File: src/rtl/dmul_share_arbiter_pkg.sv
// dmul_share_arbiter_pkg: shared tag type and limits for the multiplier share arbiter
package dmul_share_arbiter_pkg;
    localparam int DMUL_REQ_MAX = 8;
    localparam int REQ_ID_W     = $clog2(DMUL_REQ_MAX);
    localparam int CNT_W        = 4;

    typedef struct packed {
        logic [REQ_ID_W-1:0] req_id;
    } tag_t;
endpackage

File: src/rtl/dmul_share_arbiter_rr_pick.sv
// rr_pick: combinational round-robin picker; first eligible at or after ptr wins
//   elig  : eligibility vector
//   ptr   : highest-priority index this cycle
//   grant : one-hot grant, idx : its index, found : a grant exists
module rr_pick #(
    parameter int N = 4,
    parameter int W = $clog2(N)
) (
    input  logic [N-1:0] elig,
    input  logic [W-1:0] ptr,
    output logic [N-1:0] grant,
    output logic [W-1:0] idx,
    output logic         found
);
    always_comb begin
        int j;
        j     = 0;
        grant = '0;
        idx   = '0;
        found = 1'b0;
        // Walk from farthest to nearest so the nearest eligible overwrites the rest.
        for (int k = N - 1; k >= 0; k--) begin
            j = (int'(ptr) + k) % N;
            if (elig[W'(j)]) begin
                grant        = '0;
                grant[W'(j)] = 1'b1;
                idx          = W'(j);
                found        = 1'b1;
            end
        end
    end
endmodule

File: src/rtl/dmul_share_arbiter.sv
// dmul_share_arbiter: round-robin share of one pipelined double multiplier among NUM_REQ requesters
//   req_valid/req_a/req_b/req_ready : per-requester operand handshake
//   mult_valid/mult_a/mult_b/mult_tag/mult_stall : registered issue port into the multiplier
//   mult_out_valid/mult_out_z/mult_out_tag : multiplier result port
//   resp_valid/resp_z : registered one-hot result routing back to requesters
//   inflight_cnt : per-requester outstanding count, tag_err : sticky bad-tag flag
module dmul_share_arbiter
    import dmul_share_arbiter_pkg::*;
#(
    parameter int NUM_REQ      = 4,
    parameter int MAX_INFLIGHT = 8
) (
    input  logic                          clock,
    input  logic                          reset,
    input  logic [NUM_REQ-1:0]            req_valid,
    input  logic [NUM_REQ-1:0][63:0]      req_a,
    input  logic [NUM_REQ-1:0][63:0]      req_b,
    output logic [NUM_REQ-1:0]            req_ready,
    output logic                          mult_valid,
    output logic [63:0]                   mult_a,
    output logic [63:0]                   mult_b,
    output tag_t                          mult_tag,
    input  logic                          mult_stall,
    input  logic                          mult_out_valid,
    input  logic [63:0]                   mult_out_z,
    input  tag_t                          mult_out_tag,
    output logic [NUM_REQ-1:0]            resp_valid,
    output logic [63:0]                   resp_z,
    output logic [NUM_REQ-1:0][CNT_W-1:0] inflight_cnt,
    output logic                          tag_err
);
    localparam int PW = $clog2(NUM_REQ);

    logic [PW-1:0]      rr_ptr;
    logic [PW-1:0]      idx;
    logic [NUM_REQ-1:0] elig;
    logic [NUM_REQ-1:0] grant;
    logic [NUM_REQ-1:0] rsp_hit;
    logic               found;
    logic               rsp_bad;

    always_comb begin
        elig    = '0;
        rsp_hit = '0;
        for (int i = 0; i < NUM_REQ; i++) begin
            elig[i]    = req_valid[i] && (inflight_cnt[i] < CNT_W'(MAX_INFLIGHT));
            rsp_hit[i] = mult_out_valid && (mult_out_tag.req_id == REQ_ID_W'(i)) && (inflight_cnt[i] != '0);
        end
    end

    // Out-of-range ids and ids with nothing outstanding both fall out as no hit.
    assign rsp_bad   = mult_out_valid && !(|rsp_hit);
    assign req_ready = mult_stall ? '0 : grant;

    rr_pick #(.N(NUM_REQ), .W(PW)) u_pick (
        .elig  (elig),
        .ptr   (rr_ptr),
        .grant (grant),
        .idx   (idx),
        .found (found)
    );

    always_ff @(posedge clock or posedge reset) begin
        if (reset) begin
            rr_ptr       <= '0;
            mult_valid   <= 1'b0;
            mult_a       <= '0;
            mult_b       <= '0;
            mult_tag     <= '0;
            resp_valid   <= '0;
            resp_z       <= '0;
            inflight_cnt <= '0;
            tag_err      <= 1'b0;
        end else begin
            if (!mult_stall) begin
                mult_valid <= found;
                if (found) begin
                    mult_a          <= req_a[idx];
                    mult_b          <= req_b[idx];
                    mult_tag.req_id <= REQ_ID_W'(idx);
                    rr_ptr          <= (idx == PW'(NUM_REQ - 1)) ? '0 : idx + 1'b1;
                end
            end
            for (int i = 0; i < NUM_REQ; i++)
                inflight_cnt[i] <= inflight_cnt[i] + CNT_W'(req_ready[i]) - CNT_W'(rsp_hit[i]);
            resp_valid <= rsp_hit;
            if (|rsp_hit)
                resp_z <= mult_out_z;
            if (rsp_bad)
                tag_err <= 1'b1;
        end
    end
endmodule

File: config.mk
export PLATFORM = sky130hd
export DESIGN_NAME = dmul_share_arbiter
export DESIGN_NICKNAME = d
export VERILOG_FILES = /design/src/rtl/dmul_share_arbiter_pkg.sv /design/src/rtl/dmul_share_arbiter_rr_pick.sv /design/src/rtl/dmul_share_arbiter.sv
export SDC_FILE = /design/constraint.sdc
export NUM_CORES = 1
export LEC_CHECK = 0
export BUFFER_PORTS_ARGS = -buffer_cell sky130_fd_sc_hd__buf_2
export CAP_MARGIN = 30
export CORE_AREA = 2 2 314 316
export CTS_CLUSTER_DIAMETER = 60
export DETAILED_ROUTE_END_ITERATION = 7
export DIE_AREA = 0 0 316 318
export GPL_ROUTABILITY_DRIVEN = 0
export GPL_TIMING_DRIVEN = 0
export SLEW_MARGIN = 20
export SYNTH_ARGS = -nofsm -noshare
export SYNTH_HDL_FRONTEND = slang
export SYNTH_SLANG_ARGS = --single-unit
File: constraint.sdc
create_clock -name clock -period 17.3 [get_ports clock]
set_clock_uncertainty 0.2 [all_clocks]
set_input_delay 3.46 -clock clock [delete_from_list [all_inputs] [get_ports clock]]
set_output_delay 3.46 -clock clock [all_outputs]
set_load 0.005 [all_outputs]
# Yosys cells after proc, flatten, opt, wreduce, memory -nomap -nowiden
# Index checks and enable logic that the tools add are counted.
[word_totals] reg_bits=218 latch_bits=0 mem_bits_rw=0 rom_bits=0 in_bits=587 out_inout_bits=221 word_cells=105 mem_count=0
[classes] n_addsub=12 multipliers=0 div=0 magnitude_cmp=13 eq_ne=4 shifts=0 mux=38 bitwise=1 reduce_logical=25
[ops] cell="$bmux 64 s2" n=2
[ops] cell="$mux 64" n=2
[ops] cell="$mux 4" n=5
[ops] cell="$logic_and 1x1->1" n=17
[ops] cell="$add 4x1->4" n=4
[ops] cell="$lt 2x4->1 const B" n=4
[ops] cell="$lt 4x4->1 const B" n=4
[ops] cell="$mux 1" n=16
[ops] cell="$reduce_bool 4->1" n=4
[ops] cell="$sub 4x1->4" n=4
[ops] cell="$mux 2" n=5
[ops] cell="$bmux 1 s2" n=4
[ops] cell="$demux 1 s2" n=4
[ops] cell="$ge 2x1->1 const B" n=4
[ops] cell="$eq 3x2->1 const B" n=2
[ops] cell="$add 2x1->2 const B" n=2
[ops] cell="$add 2x2->2 const B" n=2
[ops] cell="$reduce_or 4->1" n=1
[ops] cell="$eq 3x1->1 const B" n=1
[ops] cell="$logic_not 3->1" n=1
[ops] cell="$lt 2x3->1 const B" n=1
[ops] cell="$eq 2x2->1 const B" n=1
[ops] cell="$reduce_and 2->1" n=1
[ops] cell="$logic_not 1->1" n=1
[ops] cell="$not 1->1" n=1

# Longest topological paths before layout
[depth] word_depth=12 ltp_mapped=13 depth_no_buf=11

# Hierarchy
# Synthesis repeated with hierarchy kept, for this count alone.
[unflattened] cells_unflattened=746 area_unflattened_um2=12220.5
[by_module_without_submodules] mod="dmul_share_arbiter" n_inst=1 cells_each=692 area_per_inst_um2=11747.5 seq_area_each_um2=5455.2
[by_module_without_submodules] mod="rr_pick" n_inst=1 cells_each=54 area_per_inst_um2=473.0 seq_area_each_um2=0.0

# Worst setup path before layout
# OpenSTA, ideal clock, no wires.
[synth_path] path_kind="input -> output" startpoint="input req_valid[3]" endpoint="output req_ready[1]" arrival_time_ns=4.952 t_required_ns=13.640 slack_ns=8.688 cell_stages=6 n_path_buf=0 path_cell_list="nor2b_1 > mux4_2 > nor2_1 > a221oi_1 > or3_1 > a21oi_1"
[synth_between] elab_chain_cells=9 word_cells_on_any_way=18 classes_between="mux: 17; reduce/logical: 1"
[synth_rtl] item="start, declared" line="dmul_share_arbiter.sv:15" source="input logic [NUM_REQ-1:0] req_valid,"
[synth_rtl] item="$logic_and 1x1->1 *" line="dmul_share_arbiter.sv:46" source="elig[i] = req_valid[i] && (inflight_cnt[i] < CNT_W'(MAX_INFLIGHT));"
[synth_rtl] item="$bmux 1 s2" line="dmul_share_arbiter_rr_pick.sv:24" source="if (elig[W'(j)]) begin"
[synth_rtl] item="$mux 1 (implied by the code) (2 in series)" line="dmul_share_arbiter_rr_pick.sv:24"
[synth_rtl] item="$mux 4 (3 in series)" line="dmul_share_arbiter_rr_pick.sv:24"
[synth_rtl] item="$mux 4 *" line="dmul_share_arbiter_rr_pick.sv:24"
[synth_rtl] item="$mux 4 *" line="dmul_share_arbiter.sv:53" source="assign req_ready = mult_stall ? '0 : grant;"
[synth_rtl] item="end, declared" line="dmul_share_arbiter.sv:18" source="output logic [NUM_REQ-1:0] req_ready,"
# Every way passes the cells marked *; elsewhere a longest branch is shown, timed or not. The select of a mux whose other input is x is not followed.

# Worst setup path in the final report
# Ends and elaborated chain as after synthesis.

==> out/qor.csv <==
stage,metric,value,unit
outcome,status,"finished, final reports clean",
global_route,total grt overflow,0,
critical_path,FF-to-FF Start,rr_ptr[0],
global_route,first-pass GRT wire length,100000,um
critical_path,startpoint class of the critical path,input pin,
floorplanning,die height,318,um
detailed_routing,routed len/inst,22.9,um
floorplanning,Die Span X,316,um
clock_tree,Max H-tree Level,2,
synthesis,synthesized area,12100,um2
timing,setup TNS,0,ps
critical_path,critical path class,in -> out,
critical_path,"delay-heaviest family, CP",simple AND/OR/NAND/NOR gates,
detailed_routing,Post-DRT Antenna Nets,0,
floorplanning,starting density of the core,12.4,%
timing,RSZ-0062 raised after global routing,false,
synthesis,Yosys reg bits,218,
global_route,vias in the first global route,13200,
floorplanning,site row count,115,
synthesis,syn_area_per_cell,11.4,um2
critical_path,worst path bufs/invs,2,
timing,hold_ws,257,ps
synthesis,Syn Inst Count,1053,
clock_tree,cts hold-fix bufs,0,
timing,worst rel slew slack,41.1,%
layout,synth-to-layout area growth,60.7,%
critical_path,Critical-path top delay cell,mux4_2,
synthesis,dominant cell type by area after synthesis,dfrtp_1,
critical_path,worst-path cell chain,buf_2 -> nor2b_1 -> mux4_2 -> nor2_1 -> a221oi_1 -> or3_1 -> a21oi_1 -> buf_2,
clock_tree,# clock sinks,218,
layout,layout cells sized above 1,51.3,%
detailed_routing,First-pass DRT Iterations,5,
critical_path,critical path capture point type,output port,
critical_path,critical path peak fanout,7,
clock_tree,clock slew at reported path FFs,60,ps
detailed_routing,DR DRC count,0,
timing,Max Freq,0.109,GHz
synthesis,Area contributors post-synth,"dfrtp_1 45%, mux2i_1 18%, o221ai_1 7.4%",
timing,final hold viol count,0,
global_route,largest net degree at the start of global routing,80,
synthesis,Ys Warns,0,
critical_path,WP data required,13640,ps
synthesis,syn nets,1670,
synthesis,cell with the most instances after synthesis,mux2i_1,
global_route,initial antenna violation count,38,
clock_tree,CTS Buf Count,39,
floorplanning,Ports,808,
timing,Final WS setup,8100,ps
timing,Slew Limit Fails,0,
floorplanning,core area,97400,um2
synthesis,sequential element share of the synthesized area,45.2,%
clock_tree,postcts setup bufs,0,
timing,final setup fails,0,
timing,crit path time final,9200,ps
clock_tree,post-CTS resize count,0,
power,LEAKAGE,9.98,nW
synthesis,ys async rst share,100,%
critical_path,crit path launch,req_valid[3],
critical_path,Worst path max stage delay,540,ps
synthesis,top-area cell type share of the netlist area,45.2,%
detailed_routing,Vias/cell,3.99,
layout,fillers,10700,
detailed_routing,via count,12900,
power,Max VDD drop,0.0770,mV
place,worst slack at placement,8160,ps
min_path,Min-Delay Path Class,reg -> reg,
power,Pwr per Cell Area,188,nW/um2
layout,final net count,2529,
synthesis,Synth cell types,52,
place,Post-DP HPWL,61400,um
clock_tree,CTS tree,built,
clock_tree,CTS max path bufs,3,
synthesis,Post-synth EDFFs,0,
min_path,Hold Startpoint,tag_err,
critical_path,crit path DAT,5540,ps
clock_tree,root buf cell,clkbuf_16,
timing,Worst Max-Slew Pin Slew,884,ps
detailed_routing,final WL,74200,um
detailed_routing,initial DRC count,765,
global_route,global-route usage over all layers,14.3,%
flow_run,MaxCap Viol Count,0,
synthesis,"top cells by count, synth","219 x mux2i_1, 218 x dfrtp_1, 119 x nand2_1",
clock_tree,later-pin clock latency in the skew report,570,ps
synthesis,Main synth FF type,dfrtp_1,
place,Port Buffers,805,
critical_path,Most common cell on crit path,buf_2,
timing,period utilisation layout,53.2,%
floorplanning,Die ar.,100000,um2
[final timing paths]
kind	end	slack (ps)	cells after the start
worst max register to register	mult_b[4]	13140	12
worst min register to register	tag_err	260	1
max in group asynchronous	inflight_cnt[14]	13260	3
min in group asynchronous	mult_a[56]	2730	2
worst max-delay path	req_ready[1]	8100	8
worst min-delay path	tag_err	260	1
[sequential cells by signal, summed over array words and instances (netlist names)]
signal and flops:
tag_err 1, mult_tag 2, resp_valid 4, rr_ptr 2, mult_valid 1, resp_z 64, mult_a 64, mult_b 64
inflight_cnt 16
[logic make-up after synthesis]
family / after synthesis / share of synthesized area [%]
AO/OA/AOI/OAI: 228 / 15.3
XOR/XNOR: 9 / 0.654
adder cells (fa/ha/maj): 30 / 3.36
buffers and inverters: 122 / 4.88
flip-flops: 218 / 45.2
multiplexers: 288 / 25.1
other: 1 / 0.0311
AND/OR/NAND/NOR: 157 / 5.43
[cell usage in the layout (no fill, tap or decap), types with 7 or more instances in the layout]
cell type,n
nand2_1,119
o21ai_0,13
buf_2,816
diode_2,13
o21ai_1,15
mux2_2,64
o211ai_1,10
ha_1,26
a21oi_1,10
a32o_1,14
dfrtp_1,218
buf_6,14
a32oi_1,12
clkbuf_1,56
nor2_1,12
a22oi_1,14
clkbuf_16,40
inv_1,32
o221ai_1,102
a221o_1,12
inv_8,7
buf_4,9
mux2i_1,219
[area by class of cell]
| class | instances | area, um2 | area share, % |
|---|---|---|---|
| Clock inverter | 26 | 355 | 1.83 |
| Tap cell | 1287 | 1610 | 8.31 |
| Clock buffer | 46 | 1040 | 5.39 |
| Buffer | 88 | 467 | 2.41 |
| Inverter | 34 | 135 | 0.698 |
| Multi-Input combinational cell | 713 | 6040 | 31.2 |
| Antenna cell | 13 | 32.5 | 0.168 |
| Timing Repair Buffer | 818 | 4240 | 21.9 |
| Sequential cell | 218 | 5460 | 28.2 |
[power by group]
group | internal, mW | total, mW | switching [mW]
registers | 0.744 | 0.893 | 0.148
logic | 0.784 | 1.90 | 1.12
clock network | 0.532 | 0.846 | 0.313
total | 2.06 | 3.64 | 1.58
[per-layer routing]
layer	global-route usage, %	part of all wire (%)	wire length, um
met5	0	0.24	177
met2	21.8	44	32700
met4	7.11	4.5	3320
met1	17.0	40	29700
met3	6.31	11	8270
[through the flow]
step	util, %	instances	instance area, um2	power, mW
floorplan	-	1053	12100	1.90
global placement	18.2	3145	17700	2.77
detailed placement	18.4	3158	17900	2.82
CTS	19.9	3230	19300	3.70
global route	19.9	3238	19400	3.89
finish	19.9	3243	19400	3.64
(Power assumes the default switching activity.)
